### src/rtl/pe_pkg.sv
// rtl/pe_pkg.sv - shared FSM encodings and timing constants for the pe array sequencer
package pe_pkg;

  localparam int ST_W   = 2;
  localparam int RD_LAT = 1;

  typedef enum logic [ST_W-1:0] {
    ST_IDLE  = 2'd0,
    ST_FEED  = 2'd1,
    ST_DRAIN = 2'd2,
    ST_DONE  = 2'd3
  } state_t;

endpackage

### src/rtl/vld_skew.sv
// rtl/vld_skew.sv - single-bit delay line; taps[d] is din delayed d+1 cycles
module vld_skew #(
  parameter int DEPTH = 4
) (
  input  logic             clk,
  input  logic             rst_n,
  input  logic             din,
  output logic [DEPTH-1:0] taps
);

  always_ff @(posedge clk or negedge rst_n) begin
    if (!rst_n) begin
      taps <= '0;
    end else begin
      taps[0] <= din;
      for (int i = 1; i < DEPTH; i++) begin
        taps[i] <= taps[i-1];
      end
    end
  end

endmodule

### src/rtl/pe_array_seq.sv
// rtl/pe_array_seq.sv - operand fetch and skewed-valid sequencer for a ROWS x COLS pe array
module pe_array_seq
  import pe_pkg::*;
#(
  parameter int ROWS   = 4,
  parameter int COLS   = 4,
  parameter int ADDR_W = 8
) (
  input  logic              clk,
  input  logic              rst_n,
  input  logic              start,
  input  logic [ADDR_W-1:0] k_len,
  input  logic [ADDR_W-1:0] a_base,
  input  logic [ADDR_W-1:0] b_base,
  output logic              a_rd_en,
  output logic [ADDR_W-1:0] a_rd_addr,
  output logic              b_rd_en,
  output logic [ADDR_W-1:0] b_rd_addr,
  output logic [ROWS-1:0]   row_vld,
  output logic [COLS-1:0]   col_vld,
  output logic              pe_en,
  output logic              busy,
  output logic              done
);

  localparam int DEPTH     = (ROWS > COLS) ? ROWS : COLS;
  localparam int DRAIN_LEN = ROWS + COLS;
  localparam int DW        = $clog2(DRAIN_LEN);

  state_t            state_q, state_d;
  logic [ADDR_W-1:0] k_len_q, a_base_q, b_base_q, k_q;
  logic [DW-1:0]     drain_q;
  logic [DEPTH-1:0]  taps;
  logic              feed;

  always_ff @(posedge clk or negedge rst_n) begin
    if (!rst_n) begin
      state_q  <= ST_IDLE;
      k_len_q  <= '0;
      a_base_q <= '0;
      b_base_q <= '0;
      k_q      <= '0;
      drain_q  <= '0;
    end else begin
      state_q <= state_d;
      case (state_q)
        ST_IDLE: begin
          if (start && (k_len != '0)) begin
            k_len_q  <= k_len;
            a_base_q <= a_base;
            b_base_q <= b_base;
            k_q      <= '0;
          end
        end
        ST_FEED: begin
          k_q     <= k_q + ADDR_W'(1);
          drain_q <= '0;
        end
        ST_DRAIN: drain_q <= drain_q + DW'(1);
        default: ;
      endcase
    end
  end

  always_comb begin
    state_d = state_q;
    case (state_q)
      ST_IDLE:  if (start) state_d = (k_len == '0) ? ST_DONE : ST_FEED;
      ST_FEED:  if (k_q == k_len_q - ADDR_W'(1)) state_d = ST_DRAIN;
      ST_DRAIN: if (drain_q == DW'(DRAIN_LEN - 1)) state_d = ST_DONE;
      ST_DONE:  state_d = ST_IDLE;
      default:  state_d = ST_IDLE;
    endcase
  end

  // Addresses wrap modulo 2^ADDR_W and are forced to zero outside FEED.
  assign feed      = (state_q == ST_FEED);
  assign a_rd_en   = feed;
  assign b_rd_en   = feed;
  assign a_rd_addr = feed ? (a_base_q + k_q) : '0;
  assign b_rd_addr = feed ? (b_base_q + k_q) : '0;
  assign busy      = (state_q == ST_FEED) || (state_q == ST_DRAIN);
  assign pe_en     = busy;
  assign done      = (state_q == ST_DONE);

  // taps[0] is the RAM-latency-aligned base valid; deeper taps give the skew.
  vld_skew #(.DEPTH(DEPTH)) u_skew (
    .clk   (clk),
    .rst_n (rst_n),
    .din   (a_rd_en),
    .taps  (taps)
  );

  assign row_vld = taps[ROWS-1:0];
  assign col_vld = taps[COLS-1:0];

endmodule

### config.mk
export PLATFORM = sky130hd
export DESIGN_NAME = pe_array_seq
export DESIGN_NICKNAME = d
export VERILOG_FILES = /design/src/rtl/pe_pkg.sv /design/src/rtl/vld_skew.sv /design/src/rtl/pe_array_seq.sv
export SDC_FILE = /design/constraint.sdc
export NUM_CORES = 1
export LEC_CHECK = 0
export CAP_MARGIN = 20
export CORE_AREA = 2 2 92 67
export CTS_CLUSTER_DIAMETER = 120
export DETAILED_ROUTE_END_ITERATION = 7
export DIE_AREA = 0 0 94 69
export GPL_TIMING_DRIVEN = 1
export PLACE_DENSITY_LB_ADDON = 0.12
export SLEW_MARGIN = 10
export SYNTH_ARGS = -nofsm -noshare
export SYNTH_HDL_FRONTEND = slang
export SYNTH_HIERARCHICAL = 1
export SYNTH_SLANG_ARGS = --single-unit
### constraint.sdc
create_clock -name clk -period 2.8 [get_ports clk]
set_input_delay 0.56 -clock clk [delete_from_list [all_inputs] [get_ports clk]]
set_output_delay 0.56 -clock clk [all_outputs]
set_load 0.03 [all_outputs]
==> summary.txt <==
Run status
  • Status: finished, violations left
  • Failing checks: negative setup slack

Detailed routing
  • Antenna-violating nets left: 0
  • First-pass iteration count of the detailed router: 5
  • DR iter-0 viols: 162
  • Drt via density: 5.31
  • Detailed-route DRC error count: 0
  • Wire per inst: 15.0 um
  • Routed WL: 6130 um
  • Vias: 2170

Global routing
  • First-pass GRT wire length: 10000 um
  • Total GRT Usage: 19.7%
  • Vias in the first global route: 2014
  • Grt ovf: 0
  • Initial antenna violation count: 0
  • Largest net degree at the start of global routing: 42

Clock tree
  • Clock tree buffer depth: 2
  • Worst skew pair latency: 0.29 ns
  • Depth of the CTS H-tree: 2
  • Clock transition at the registers of the reported paths: 0.08 ns
  • Num CTS Buffers: 5
  • CTS tree: done
  • TritonCTS Sinks: 41
  • Clk Tree Root Cell: clkbuf_8
  • Hold-fix buffers, CTS: 0

Power and ir drop
  • P per Cell Area: 1140 mW/mm^2
  • Maximum vdd drop: 0.427 mV
  • Static leakage: 1.64 nW
  • Tot Pwr: 4.07 mW

Logic synthesis
  • #FFs+latches synth: 41
  • Syn Inst Count: 264
  • Synthesized net count: 315
  • Unique masters post-synth: 43
  • Register area share after synthesis: 37.7%
  • Avg Inst Size Synth: 10.3 um^2
  • Post-Syn Area: 0.00272 mm^2
  • Synth warn: 6

Setup path
  • Crit path DAT: 2.27 ns
  • Critical R2R Launch: state_q[0]$_DFFE_PN0P_
  • Worst R2R End: k_q[7]$_DFFE_PN0P_
  • Crit path kind: reg -> out
  • CP max FO: 4
  • Worst endpoint required time: 2.24 ns
  • Critical Path Source Type: flip-flop
  • Critical path capture point type: output pin
  • Worst reg2reg path depth: 7
  • R2r setup slk: 0.66 ns

Cells and area
  • Non-Filler Instances: 409
  • Share of post-route cells with drive strength above 1: 23.7%
  • Fill cell count: 459
  • Design area: 0.00358 mm^2
  • Final-stage net count: 385
  • Ant. Diodes: 0
  • Area Growth Syn to Fin: 31.6%

Placement
  • Placed inst area: 0.00335 mm^2
  • Placed insts: 393
  • Routability Congestion: 0.877
  • Pre-CTS setup slack: 0.101 ns
  • Input/output buffers: 55
  • HPWL after DPL: 4550 um

Floorplanning
  • Die height: 69 um
  • Rows: 23
  • I/O pin count: 56
  • Die area: 0.00649 mm^2
  • Die Wd: 94 um
  • Initial Util: 48.5%
  • Core outline area: 0.00561 mm^2

Worst hold path
  • Hold Path Depth: 0
  • Worst Hold Path EP: u_skew/taps[1]$_DFF_PN0_
  • Hold crit path type: reg -> reg
  • Worst Hold Launch: u_skew/taps[0]$_DFF_PN0_

Timing
  • Final Hold Viols: 0
  • RSZ-0062 raised after global routing: yes
  • Worst-Margin Slew: 0.942 ns
  • Clk_skew: 0.00480 ns
  • Max_slew headroom: 37.2%
  • Tcrit/Tclk final: 101%
  • Setup TNS: -0.0621 ns
  • Fin. max-slew vios: 0
  • Crit path time final: 2.83 ns
  • Post-route setup slack: -0.0319 ns
  • # setup viols final: 3
  • Max Fclk: 353 MHz

Run
  • Max Cap Viol: 0
what timing repair did:
action	CTS	global route
resized for setup	17	11
pin swaps	10	11
cloned	0	0
hold endpoints to repair	0	0
buffers inserted	6	3
setup endpoints to repair	14	9
sequential cells by signal, indices dropped and copies added, names as in the netlist:
register     cells
a_base_q         8
b_base_q         8
drain_q          3
k_len_q          8
k_q              8
state_q          2
u_skew/taps      4
cell type report:
| class | count | area (um^2) | area share [%] |
|---|---|---|---|
| Inverter | 17 | 63.8 | 1.78 |
| Timing Repair Buffer | 75 | 694 | 19.4 |
| Clock inverter | 2 | 35.0 | 0.978 |
| Sequential cell | 41 | 1030 | 28.7 |
| Multi-Input combinational cell | 194 | 1600 | 44.6 |
| Tap cell | 75 | 93.8 | 2.62 |
| Clock buffer | 5 | 68.8 | 1.92 |
cells by family after synthesis:
group	Yosys count	synth area share (%)
AO/OA/AOI/OAI	47	12.0
AND/OR/NAND/NOR	70	14.3
buffers and inverters	29	5.01
XOR/XNOR	30	9.93
multiplexers	23	9.47
adder cells (fa/ha/maj)	24	11.6
flip-flops	41	37.7
routing by layer:
layer | global-route usage [%] | share of wire (%) | vias up
met5 | 0 | 0 | -
met4 | 4.03 | 0.86 | 0
met3 | 5.03 | 6.0 | 7
met2 | 27.6 | 41 | 72
met1 | 30.7 | 52 | 1026
li1 | - | - | 1065
placed cells by master, fill, tap and decap left out, drive strengths merged, types with 2 or more instances in the layout:
cell           count
a31o               2
dlymetal6s2s       2
xnor2             20
ha                22
o21bai             2
nor2b              3
o211ai             3
xor2              10
nand2b             4
dlygate4sd2        3
clkdlybuf4s50     40
nand2              8
o21ai             14
nor4               3
nor2              11
a2111oi            2
and3               2
fa                 2
nand4              3
nor3               4
dfrtp             41
and2              17
clkbuf             6
a21oi             11
buf               29
mux2              22
inv               17
nand3b             2
nand3             11
a21o               5
worst max path at each step:
| stage | from | end |
|---|---|---|
| floorplan | k_q[0]$_DFFE_PN0P_ | b_rd_addr[6] |
| global placement | k_q[0]$_DFFE_PN0P_ | a_rd_addr[6] |
| detailed placement | k_q[1]$_DFFE_PN0P_ | a_rd_addr[7] |
| CTS | k_q[0]$_DFFE_PN0P_ | a_rd_addr[6] |
| global route | b_base_q[1]$_DFFE_PN0P_ | b_rd_addr[7] |
| finish | k_q[1]$_DFFE_PN0P_ | b_rd_addr[7] |
cells in the mapped netlist (all sizes together):
| cell type | instances | share of area (%) |
|---|---|---|
| dfrtp | 41 | 38 |
| ha | 22 | 10 |
| mux2 | 22 | 9.1 |
| xnor2 | 20 | 6.7 |
| and2 | 17 | 3.9 |
| inv | 17 | 2.3 |
| o21ai | 14 | 2.6 |
| a21oi | 11 | 2.0 |
| nand3 | 11 | 2.0 |
| nor2 | 11 | 1.5 |
| buf | 10 | 2.4 |
| xor2 | 10 | 3.2 |
| nand2 | 8 | 1.1 |
| a21o | 5 | 1.4 |
| nand2b | 4 | 0.92 |
| nor3 | 4 | 0.74 |
| nand4 | 3 | 0.69 |
| nor2b | 3 | 0.69 |
| nor4 | 3 | 0.92 |
| o211ai | 3 | 0.83 |
| a2111oi | 2 | 1.3 |
| a31o | 2 | 0.64 |
| and3 | 2 | 0.46 |
| clkbuf | 2 | 0.28 |
| fa | 2 | 1.5 |
| nand3b | 2 | 0.55 |
| o21bai | 2 | 0.55 |
| a2111o | 1 | 0.41 |
| a222oi | 1 | 0.37 |
| a22o | 1 | 0.32 |
| a31oi | 1 | 0.23 |
| a32o | 1 | 0.37 |
| a32oi | 1 | 0.32 |
| mux2i | 1 | 0.37 |
| nor4b | 1 | 0.55 |
| o2111a | 1 | 0.41 |
| o22ai | 1 | 0.23 |
| or2 | 1 | 0.23 |
report_power, final:
group          internal [mW]  switching (mW)  total (mW)
logic                   1.18            1.37        2.55
registers              0.841           0.216        1.06
clock network          0.259           0.203       0.462
total                   2.28            1.79        4.07
per-stage QoR:
step	hold slack, ns	utilization (%)
floorplan	0.264	-
global placement	0.382	59.8
detailed placement	0.383	59.8
CTS	0.402	63.1
global route	0.417	63.8
finish	0.400	63.8
worst max-delay path, cell delays in order (launching register included):
cell and delay [ns]:
dfrtp_2 0.43, ha_1 0.27, a21o_1 0.19, a21oi_2 0.17, buf_4 0.14, o211ai_1 0.10
a31o_2 0.25, xnor2_1 0.11, and2_1 0.18, buf_6 0.14
Note: power is estimated with default switching activity, not from simulation.
